===== config.mk =====
export PLATFORM = sky130hd
export DESIGN_NAME = neuron_lif_layer_flat
export DESIGN_NICKNAME = d
export VERILOG_FILES = /design/src/rtl/neuron_lif_pkg.sv /design/src/rtl/neuron_lif_layer_if.sv /design/src/rtl/lif_datapath.sv /design/src/rtl/neuron_lif_layer.sv /design/src/flat_wrapper.sv
export SDC_FILE = /design/constraint.sdc
export NUM_CORES = 1
export LEC_CHECK = 0
export ABC_CLOCK_PERIOD_IN_PS = 19400
export BUFFER_PORTS_ARGS = -buffer_cell sky130_fd_sc_hd__buf_2
export CAP_MARGIN = 20
export CORE_MARGIN = 2
export CORE_UTILIZATION = 55
export CTS_CLUSTER_SIZE = 40
export DETAILED_ROUTE_END_ITERATION = 16
export GPL_ROUTABILITY_DRIVEN = 1
export PLACE_DENSITY = 0.75
export SYNTH_ARGS = -nofsm -noshare
export SYNTH_HDL_FRONTEND = slang
export SYNTH_SLANG_ARGS = --single-unit

===== constraint.sdc =====
create_clock -name clk -period 19.4 [get_ports clk]
set_clock_uncertainty 0.2 [all_clocks]
set_input_delay 0.97 -clock clk [delete_from_list [all_inputs] [get_ports clk]]
set_output_delay 0.97 -clock clk [all_outputs]
set_load 0.02 [all_outputs]

===== src/rtl/neuron_lif_pkg.sv =====
// Shared types and width helpers for the time-multiplexed LIF neuron layer.
// Contents:
//   state_t        - layer sequencer states (IDLE/RUN/DONE)
//   idx_bits()     - width of the neuron index (never below 1)
//   membrane_bits()- default signed membrane width for a synapse count
//   psp_bits()     - signed width that holds the synaptic sum -SYNAPSES..+SYNAPSES
package neuron_lif_pkg;

  typedef enum logic [1:0] {
    IDLE = 2'd0,
    RUN  = 2'd1,
    DONE = 2'd2
  } state_t;

  function automatic int idx_bits(input int neurons);
    return (neurons > 1) ? $clog2(neurons) : 1;
  endfunction

  function automatic int membrane_bits(input int synapses);
    return $clog2(synapses) + 2;
  endfunction

  function automatic int psp_bits(input int synapses);
    return $clog2(synapses) + 2;
  endfunction

endpackage


===== src/rtl/neuron_lif_layer_if.sv =====
// Bus between the layer sequencer and its environment (spike-input shift
// register, weight store, output spike bus).
// Signals:
//   start         begin one timestep (honoured only when the layer is idle)
//   inputs        synaptic spike vector, latched on an accepted start
//   busy          layer is evaluating or presenting a result
//   neuron_idx    neuron currently evaluated; weights are looked up from it
//   weights       weight vector for neuron_idx, same cycle
//   shift         decay shift amount
//   threshold     unsigned firing threshold
//   spikes        spike vector of the last completed timestep
//   spikes_valid  one-cycle pulse when spikes is updated
//   membrane_out  new membrane of neuron_idx (debug, 0 outside evaluation)
// Modports: master = environment, slave = layer.
interface neuron_lif_layer_if
  import neuron_lif_pkg::*;
#(
  parameter int SYNAPSES       = 8,
  parameter int NEURONS        = 4,
  parameter int MEMBRANE_BITS  = membrane_bits(SYNAPSES),
  parameter int THRESHOLD_BITS = MEMBRANE_BITS - 1
);
  localparam int IDX_W = idx_bits(NEURONS);

  logic                             start;
  logic        [SYNAPSES-1:0]       inputs;
  logic                             busy;
  logic        [IDX_W-1:0]          neuron_idx;
  logic        [SYNAPSES-1:0]       weights;
  logic        [2:0]                shift;
  logic        [THRESHOLD_BITS-1:0] threshold;
  logic        [NEURONS-1:0]        spikes;
  logic                             spikes_valid;
  logic signed [MEMBRANE_BITS-1:0]  membrane_out;

  modport master (
    output start, inputs, weights, shift, threshold,
    input  busy, neuron_idx, spikes, spikes_valid, membrane_out
  );

  modport slave (
    input  start, inputs, weights, shift, threshold,
    output busy, neuron_idx, spikes, spikes_valid, membrane_out
  );

endinterface


===== src/rtl/lif_datapath.sv =====
// Combinational leaky integrate-and-fire update for one neuron.
// Ports:
//   inputs, weights  synaptic spikes and binary weights (1 = excitatory)
//   u                current signed membrane
//   shift            decay shift (0 = no leak)
//   threshold        unsigned firing threshold
//   u_new            next membrane (reset by subtraction on a spike)
//   spike            fire decision
module lif_datapath
  import neuron_lif_pkg::*;
#(
  parameter int SYNAPSES       = 8,
  parameter int MEMBRANE_BITS  = membrane_bits(SYNAPSES),
  parameter int THRESHOLD_BITS = MEMBRANE_BITS - 1
) (
  input  logic        [SYNAPSES-1:0]       inputs,
  input  logic        [SYNAPSES-1:0]       weights,
  input  logic signed [MEMBRANE_BITS-1:0]  u,
  input  logic        [2:0]                shift,
  input  logic        [THRESHOLD_BITS-1:0] threshold,
  output logic signed [MEMBRANE_BITS-1:0]  u_new,
  output logic                             spike
);
  localparam int PSP_W = psp_bits(SYNAPSES);
  localparam int ACC_W = ((MEMBRANE_BITS > PSP_W) ? MEMBRANE_BITS : PSP_W) + 1;
  localparam logic signed [ACC_W-1:0] MEM_MAX = ACC_W'((2 ** (MEMBRANE_BITS - 1)) - 1);
  localparam logic signed [ACC_W-1:0] MEM_MIN = ACC_W'(-(2 ** (MEMBRANE_BITS - 1)));

  function automatic logic signed [MEMBRANE_BITS-1:0] sat_mem(
    input logic signed [ACC_W-1:0] v
  );
    logic signed [ACC_W-1:0] c;
    c = v;
    if (v > MEM_MAX) c = MEM_MAX;
    else if (v < MEM_MIN) c = MEM_MIN;
    return c[MEMBRANE_BITS-1:0];
  endfunction

  logic signed [PSP_W-1:0]         psp;
  logic signed [MEMBRANE_BITS-1:0] decayed;
  logic signed [ACC_W-1:0]         acc;
  logic signed [MEMBRANE_BITS-1:0] acc_sat;
  logic signed [MEMBRANE_BITS-1:0] thr_s;

  always_comb begin
    psp = '0;
    for (int i = 0; i < SYNAPSES; i++) begin
      if (inputs[i]) psp = psp + (weights[i] ? PSP_W'(1) : PSP_W'(-1));
    end
  end

  // u - (u >>> s) lies between 0 and u, so it cannot overflow the membrane width.
  assign decayed = (shift == 3'd0) ? u : (u - (u >>> shift));
  assign acc     = ACC_W'(decayed) + ACC_W'(psp);
  assign acc_sat = sat_mem(acc);
  assign thr_s   = MEMBRANE_BITS'({1'b0, threshold});
  assign spike   = (acc_sat >= thr_s);
  // acc_sat >= thr_s >= 0 on a spike, so the subtraction stays in range.
  assign u_new   = spike ? (acc_sat - thr_s) : acc_sat;

endmodule


===== src/rtl/neuron_lif_layer.sv =====
// Layer of NEURONS leaky integrate-and-fire neurons sharing one synaptic
// input vector and one lif_datapath. A timestep evaluates one neuron per
// cycle (IDLE -> RUN x NEURONS -> DONE) and keeps the membranes in a
// register file.
// Ports:
//   clk    clock
//   reset  synchronous active-high; discards a partial timestep
//   bus    neuron_lif_layer_if.slave (start/inputs/weights/shift/threshold in,
//          busy/neuron_idx/spikes/spikes_valid/membrane_out out)
// Configuration:
//   NEURON_LIF_LAYER_REFRACTORY_EN  when defined, a neuron that fires is held
//   silent with membrane 0 for the next REFRACTORY timesteps.
module neuron_lif_layer
  import neuron_lif_pkg::*;
#(
  parameter int SYNAPSES       = 8,
  parameter int NEURONS        = 4,
  parameter int MEMBRANE_BITS  = membrane_bits(SYNAPSES),
  parameter int THRESHOLD_BITS = MEMBRANE_BITS - 1,
  parameter int REFRACTORY     = 2
) (
  input logic                clk,
  input logic                reset,
  neuron_lif_layer_if.slave  bus
);
  localparam int IDX_W = idx_bits(NEURONS);
  localparam logic [IDX_W-1:0] LAST_IDX = IDX_W'(NEURONS - 1);

  state_t state, state_next;

  logic        [IDX_W-1:0]         idx;
  logic        [SYNAPSES-1:0]      inputs_q;
  logic signed [MEMBRANE_BITS-1:0] mem [NEURONS];
  logic        [NEURONS-1:0]       spk_work;
  logic        [NEURONS-1:0]       spk_work_next;
  logic        [NEURONS-1:0]       spikes_q;

  logic signed [MEMBRANE_BITS-1:0] u_cur;
  logic signed [MEMBRANE_BITS-1:0] dp_u_new;
  logic signed [MEMBRANE_BITS-1:0] u_new;
  logic                            dp_spike;
  logic                            spike;
  logic                            in_refr;
  logic                            last;

  assign last  = (idx == LAST_IDX);
  assign u_cur = mem[idx];

  lif_datapath #(
    .SYNAPSES       (SYNAPSES),
    .MEMBRANE_BITS  (MEMBRANE_BITS),
    .THRESHOLD_BITS (THRESHOLD_BITS)
  ) u_datapath (
    .inputs    (inputs_q),
    .weights   (bus.weights),
    .u         (u_cur),
    .shift     (bus.shift),
    .threshold (bus.threshold),
    .u_new     (dp_u_new),
    .spike     (dp_spike)
  );

`ifdef NEURON_LIF_LAYER_REFRACTORY_EN
  localparam int REF_W = (REFRACTORY > 0) ? $clog2(REFRACTORY + 1) : 1;

  logic [REF_W-1:0] refr [NEURONS];

  assign in_refr = (refr[idx] != '0);

  // A silenced evaluation only counts down; it can never reload the counter.
  always_ff @(posedge clk) begin
    if (reset) begin
      for (int n = 0; n < NEURONS; n++) refr[n] <= '0;
    end else if (state == RUN) begin
      if (in_refr) refr[idx] <= refr[idx] - 1'b1;
      else if (dp_spike) refr[idx] <= REF_W'(REFRACTORY);
    end
  end
`else
  logic unused_refractory;
  assign unused_refractory = |REFRACTORY;
  assign in_refr = 1'b0;
`endif

  assign u_new = in_refr ? '0 : dp_u_new;
  assign spike = dp_spike & ~in_refr;

  always_comb begin
    spk_work_next      = spk_work;
    spk_work_next[idx] = spike;
  end

  always_ff @(posedge clk) begin
    if (reset) state <= IDLE;
    else       state <= state_next;
  end

  always_comb begin
    state_next       = state;
    bus.busy         = 1'b0;
    bus.spikes_valid = 1'b0;
    bus.membrane_out = '0;
    unique case (state)
      IDLE: if (bus.start) state_next = RUN;
      RUN: begin
        bus.busy         = 1'b1;
        bus.membrane_out = u_new;
        if (last) state_next = DONE;
      end
      DONE: begin
        bus.busy         = 1'b1;
        bus.spikes_valid = 1'b1;
        state_next       = IDLE;
      end
      default: state_next = IDLE;
    endcase
  end

  // Spike bits collect in spk_work and are published together as the
  // sequencer leaves RUN, so spikes changes only when spikes_valid pulses.
  always_ff @(posedge clk) begin
    if (reset) begin
      idx      <= '0;
      spk_work <= '0;
      spikes_q <= '0;
      for (int n = 0; n < NEURONS; n++) mem[n] <= '0;
    end else begin
      unique case (state)
        IDLE: begin
          if (bus.start) begin
            idx      <= '0;
            inputs_q <= bus.inputs;
            spk_work <= '0;
          end
        end
        RUN: begin
          mem[idx] <= u_new;
          spk_work <= spk_work_next;
          if (last) spikes_q <= spk_work_next;
          else      idx      <= idx + 1'b1;
        end
        default: ;
      endcase
    end
  end

  assign bus.neuron_idx = idx;
  assign bus.spikes     = spikes_q;

endmodule


===== src/flat_wrapper.sv =====
// flat-port wrapper written by rule: the top's interface ports become plain ports
module neuron_lif_layer_flat import neuron_lif_pkg::*;
#(
  parameter int SYNAPSES       = 8,
  parameter int NEURONS        = 4,
  parameter int MEMBRANE_BITS  = membrane_bits(SYNAPSES),
  parameter int THRESHOLD_BITS = MEMBRANE_BITS - 1,
  parameter int REFRACTORY     = 2
)
  (clk, reset, bus_start, bus_inputs, bus_weights, bus_shift, bus_threshold, bus_busy, bus_neuron_idx, bus_spikes, bus_spikes_valid, bus_membrane_out);
  neuron_lif_layer_if #(.SYNAPSES(SYNAPSES), .NEURONS(NEURONS), .MEMBRANE_BITS(MEMBRANE_BITS), .THRESHOLD_BITS(THRESHOLD_BITS)) bus_i ();
  input logic clk;
  input logic reset;
  input wire logic [$bits(bus_i.start)-1:0] bus_start;
  input wire logic [$bits(bus_i.inputs)-1:0] bus_inputs;
  input wire logic [$bits(bus_i.weights)-1:0] bus_weights;
  input wire logic [$bits(bus_i.shift)-1:0] bus_shift;
  input wire logic [$bits(bus_i.threshold)-1:0] bus_threshold;
  output wire logic [$bits(bus_i.busy)-1:0] bus_busy;
  output wire logic [$bits(bus_i.neuron_idx)-1:0] bus_neuron_idx;
  output wire logic [$bits(bus_i.spikes)-1:0] bus_spikes;
  output wire logic [$bits(bus_i.spikes_valid)-1:0] bus_spikes_valid;
  output wire logic [$bits(bus_i.membrane_out)-1:0] bus_membrane_out;
  assign bus_i.start = bus_start;
  assign bus_i.inputs = bus_inputs;
  assign bus_i.weights = bus_weights;
  assign bus_i.shift = bus_shift;
  assign bus_i.threshold = bus_threshold;
  assign bus_busy = bus_i.busy;
  assign bus_neuron_idx = bus_i.neuron_idx;
  assign bus_spikes = bus_i.spikes;
  assign bus_spikes_valid = bus_i.spikes_valid;
  assign bus_membrane_out = bus_i.membrane_out;
  neuron_lif_layer #(.SYNAPSES(SYNAPSES), .NEURONS(NEURONS), .MEMBRANE_BITS(MEMBRANE_BITS), .THRESHOLD_BITS(THRESHOLD_BITS), .REFRACTORY(REFRACTORY)) u_core (.clk(clk), .reset(reset), .bus(bus_i));
endmodule

* Yosys cells after proc, flatten, opt, wreduce, memory -nomap -nowiden
Memory sizes are Yosys's and may differ from the RTL's. A register that Yosys moved wholly into a read port is not among the register bits. Cells that the tools add are included.
Storage, ports and cells: word-level logic and storage cells 85, output and inout port bits 13, bits in registers 20, memories kept 1, input bits 26, RAM bits 20
Cells by class: reduce and logical (&&, ||, !) cells 11, mux-type cells 44, bitwise logic cells 1, shift-type cells 1, equality and inequality tests 6, order comparisons 5, $add $sub $neg 11
Memories:
- u_core.mem | words 4, width 5, rd ports 1, clocked after Yosys merged registers in 1, wr ports 4, line neuron_lif_layer.sv:33 | logic signed [MEMBRANE_BITS-1:0] mem [NEURONS];
Operators with widths (number):
- 5-bit two-way mux | 22
- 5-bit adder | 7
- 2-bit two-way mux | 7
- 5-bit subtractor | 2
- 1-bit two-way mux | 9
- 2-bit one-hot mux with 2 select lines | 2
- 4-bit one-hot mux with 2 select lines | 1
- 5-bit by 5-bit adder with 6-bit output | 1
- 6-bit by 5-bit > comparator with 1-bit output, second input constant | 1
- 6-bit by 5-bit less-than comparator with 1-bit output, second input constant | 1
- 2-bit AND reduction | 3
- 3-bit AND reduction | 2
- 5-bit >= comparator | 1
- 5-bit OR reduction | 1
- 5-bit by 3-bit >>> shifter with 5-bit output | 1
- 4-bit bitwise mux | 1
- 2-bit equality test, second input constant | 2
- 4-bit two-way mux | 1
- 2-bit != test, second input constant | 2
- 3-bit logical NOT | 1
- 2-bit by 3-bit less-than comparator with 1-bit output, second input constant | 1
- 2-bit by 1-bit adder with 2-bit output, second input constant | 1
- 1-bit demux with 2-bit select | 1
- 2-bit by 1-bit equality test with 1-bit output, second input constant | 1
- 7 further kinds | 7

* Longest topological paths before layout
depth in word-level cells 23, depth in mapped cells 44, mapped depth without buffers 43

* Cells and area by module
A second synthesis with hierarchy kept.
Unflattened totals: cells, all modules 384, area, all modules 3809.9 um2
Modules (own cells, without submodules):
- lif_datapath | times used 1, cells each 239, area each 1934.4 um2
- neuron_lif_layer | times used 1, cells each 145, area each 1875.5 um2

* Worst setup path after synthesis
Ideal clock, no wire load.
path kind input-to-output, start input bus_weights[1], end output bus_membrane_out[3], arrival 10241 ps, setup slack 7989 ps, stages on the path 42, cells stage by stage inv_1 > fa_1 > and2_0 > or2_2 > inv_1 > fa_1 > fa_1 > a21boi_0 > ha_1 > a21o_1 > a31oi_1 > xor2_1 > o21ai_0 > ha_1 > nand2b_1 > mux2_2 > and2_1 > ha_1 > [6 not listed] > ha_1 > o21ai_0 > and3_1 > o21ai_0 > xnor2_1 > xnor3_1 > ha_1 > or3b_2 > a21oi_1 > o21ai_0 > a21o_1 > ha_1 > a21oi_1 > o21bai_1 > a21o_1 > buf_1 > nand3_1 > a21boi_0
On the way: cells in the longest elaborated chain, start to end 22
RTL lines:
- from (decl) | line flat_wrapper.sv:16 | input wire logic [$bits(bus_i.weights)-1:0] bus_weights;
- 5-bit two-way mux (*) | line lif_datapath.sv:48 | if (inputs[i]) psp = psp + (weights[i] ? PSP_W'(1) : PSP_W'(-1));
- 5-bit adder (*) | line lif_datapath.sv:48
- 5-bit two-way mux (*) | line lif_datapath.sv:48
- 5-bit adder | line lif_datapath.sv:48
- 5-bit two-way mux (*) | line lif_datapath.sv:48
- 5-bit adder | line lif_datapath.sv:48
- 5-bit two-way mux (*) | line lif_datapath.sv:48
- 5-bit adder | line lif_datapath.sv:48
- [6 not listed]
- 5-bit two-way mux (*) | line lif_datapath.sv:48
- 5-bit by 5-bit adder with 6-bit output (*) | line lif_datapath.sv:54 | assign acc = ACC_W'(decayed) + ACC_W'(psp);
- 6-bit by 5-bit less-than comparator with 1-bit output | line lif_datapath.sv:35 | else if (v < MEM_MIN) c = MEM_MIN;
- 5-bit two-way mux | line lif_datapath.sv:35
- 5-bit two-way mux (*) | line lif_datapath.sv:34 | if (v > MEM_MAX) c = MEM_MAX;
- 5-bit subtractor / 5-bit >= comparator (equally long branches) | line lif_datapath.sv:59, lif_datapath.sv:57
- 5-bit two-way mux (*) | line lif_datapath.sv:59 | assign u_new = spike ? (acc_sat - thr_s) : acc_sat;
- 5-bit two-way mux (*) | line neuron_lif_layer.sv:103 | unique case (state)
- to (decl) | line flat_wrapper.sv:23 | output wire logic [$bits(bus_i.membrane_out)-1:0] bus_membrane_out;
Mark *: on every way between the ends. The rest lies on a longest branch, timed or not.

* Worst setup path in the final report
start input bus_weights[1], end output bus_membrane_out[0]
Same word-level chain as after synthesis.

==> metrics.csv <==
stage,metric,value,unit
global_route,first-pass GRT wire length,13.5,mm
hold_path,hold crit path type,reg2reg,
global_route,vias in the first global route,3035,
setup_path,CP Max Fanout,15,
setup_path,crit-path max cell delay,0.67,ns
logic_synthesis,Mapped Nets,502,
clock_network,CTS tree,done,
timing,Worst slew margin,31.4,%
timing,Fin. Hold Viols,0,
setup_path,most frequent cell on the critical path,ha_1,
timing,setup violators final,0,
job,max cap viols,0,
logic_synthesis,number of synthesized register bits,41,
die,Die Ht,88.4,µm
placed_design,Setup WS pre-CTS,7.00,ns
setup_path,CP max stage cell,a221oi_1,
global_route,initial antenna violation count,0,
die,Initial Util,57.3,%
clock_network,Worst-path clk slew,0.08,ns
logic_synthesis,Post-Syn Area,0.00392,mm²
logic_synthesis,"Top FF cell, synth",edfxtp_1,
timing,Final period util,64.0,%
global_route,final global-route overflow total,0,
clock_network,post-CTS setup buffer count,0,
clock_network,worst-skew pair later-pin latency,0.29,ns
setup_path,Critical Path RT,18.23,ns
outcome,status,finished clean,
logic_synthesis,"Seq/Total Area, Yosys",28.1,%
placed_design,Port Buffers,38,
global_route,largest net degree at the start of global routing,18,
setup_path,WP depth,44,
setup_path,r2r setup slk,8.37,ns
timing,crit path time final,12.42,ns
clock_network,cts bufs inserted,5,
setup_path,R2R cell count,42,
detailed_routing,Final ANT Viol Nets,0,
detailed_routing,drt first-iter violations,257,
clock_network,CTS-repair resized insts,0,
detailed_routing,Post-Route WL,7.96,mm
setup_path,Crit Path Class,in2out,
logic_synthesis,largest cells by area after synthesis,"edfxtp_1 (21%), ha_1 (12%), dfxtp_1 (6.6%)",
setup_path,CP Launch Type,input port,
clock_network,total clock sinks,41,
die,I/O Pins,39,
setup_path,Critical path destination,bus_membrane_out[0],
detailed_routing,Vias/cell,5.71,
setup_path,CP bufs+invs,4,
finish,most frequent cells in the layout,"inv_1 (42), buf_2 (38), ha_1 (37), a21oi_1 (32), edfxtp_1 (28)",
die,core area,0.00683,mm²
placed_design,GPL Wtd Cong,0.874,
clock_network,clock buffer depth,2,
timing,Max Transition Viols Final,0,
logic_synthesis,number of synthesized flops with an enable pin,28,
finish,synthesis-to-finish area growth,8.95,%
finish,antenna diode count,0,
finish,fill count,596,
setup_path,worst r2r dst,u_core.mem[1][1],
timing,Max Clock Freq,80.5,MHz
die,Cell Rows,30,
clock_network,hold buffer count at cts,0,
detailed_routing,Residual DRC,0,
global_route,GRT Overall Usage,22.0,%
finish,Nets,530,
die,Die ar.,0.00781,mm²
die,width of the die,88.4,µm
setup_path,Reg2Reg Launch Point,u_core.inputs_q[0],
timing,Setup TNS Final,0,ns
logic_synthesis,Async SR Flop Fraction,0,%
logic_synthesis,yosys warns,0,
logic_synthesis,leading area contributor after synthesis,edfxtp_1,
setup_path,CP arrival,11.25,ns
logic_synthesis,top-area cell type share of the netlist area,21.5,%
setup_path,Critical Path Sink Type,output port,
logic_synthesis,Synth Instances,427,
placed_design,hpwl dp,6.35,mm
finish,layout cells sized above 1,14.7,%
timing,Worst-Margin Slew,1.02,ns
timing,RSZ-0062 raised after global routing,no,
detailed_routing,First-pass DRT Iterations,4,
clock_network,CTS root buf,clkbuf_8,
detailed_routing,Avg WL per Cell,14.4,µm
timing,final setup margin,6.98,ns
logic_synthesis,Mapped Avg Cell Area,9.17,µm²
clock_network,H-Tree Depth,2,
setup_path,CP startpoint,bus_weights[1],
setup_path,critical path's top delay family,adder cells,
detailed_routing,vias,3154,
logic_synthesis,Netlist cell types,55,
finish,"most common cell after layout, fill and taps aside",inv_1,
-- tightest hold or removal path, cell delays in order (launching register included) --
cell and delay, ns:
dfxtp_1 0.32, nand2_1 0.05, a21oi_1 0.05
-- state kept, by name (all words and copies together) (netlist names), named ones only --
register,cells
u_core.spk_work,3
u_core.state,2
u_core.inputs_q,8
u_core.bus.spikes,4
u_core.bus.neuron_idx,2
u_core.mem,20
-- cells in the mapped netlist, drive strengths merged, types with 3 or more instances --
library cell   n
inv           42
ha            37
a21oi         32
edfxtp        28
o21ai         27
nor2          25
nand2         24
nor3          19
xnor2         16
clkbuf        14
nor2b         14
a21o          13
dfxtp         13
fa            12
nand2b        12
and3           9
mux2i          7
mux2           6
xor2           6
a211oi         5
and2           5
mux4           5
a311oi         4
nand3          4
nand4          4
nor3b          4
a21boi         3
a221oi         3
a31oi          3
buf            3
or3            3
xnor3          3
-- final cells by class --
| type | count | area, µm² | area share, % |
|---|---|---|---|
| inverters | 42 | 158 | 3.70 |
| clock buffers | 5 | 68.8 | 1.61 |
| flip-flops and latches | 41 | 1100 | 25.8 |
| clock inverters | 3 | 43.8 | 1.03 |
| multi-input cells | 327 | 2580 | 60.6 |
| repair buffers | 38 | 190 | 4.46 |
| well taps | 96 | 120 | 2.82 |
-- routing by layer --
metal	vias up	share of wire, %	routed length [µm]	GRT usage, %
li1	1579	-	-	-
met1	1496	46	3670	30.5
met2	71	49	3870	36.6
met3	8	4.1	326	2.99
met4	0	1.1	87	5.51
met5	-	0	0	0
-- worst min-delay path by stage --
stage	from	to	slack (ns)	cells after the start
final	u_core.bus.spikes[3]	u_core.bus.spikes[3]	0.27	2
after global routing	u_core.spk_work[0]	u_core.spk_work[0]	0.29	2
after CTS	u_core.bus.spikes[3]	u_core.bus.spikes[3]	0.27	2
after detailed placement	u_core.bus.spikes[3]	u_core.bus.spikes[3]	0.25	2
after global placement	u_core.bus.spikes[3]	u_core.bus.spikes[3]	0.25	2
after floorplan	u_core.spk_work[0]	u_core.spk_work[0]	0.24	2
-- stage by stage --
stage / utilization, % / instances / hold slack, ns / cell area (µm²)
finish: 62.5 / 552 / 0.268 / 4270
global route: 62.5 / 552 / 0.286 / 4270
CTS: 62.5 / 552 / 0.266 / 4270
detailed placement: 60.8 / 544 / 0.255 / 4150
global placement: 60.8 / 544 / 0.251 / 4150
floorplan: - / 427 / 0.245 / 3920
-- cell families after synthesis --
logic type	count (synthesis)	synth area share (%)
multiplexers	18	6.39
XOR/XNOR	26	7.51
AND/OR/NAND/NOR	128	17.0
adder cells (fa/ha/maj)	49	18.0
buffers and inverters	59	5.88
AO/OA/AOI/OAI	106	17.1
flip-flops	41	28.1
Power is not shown: default switching activity piles up to over one toggle a cycle in this logic, so the estimate is an artifact.
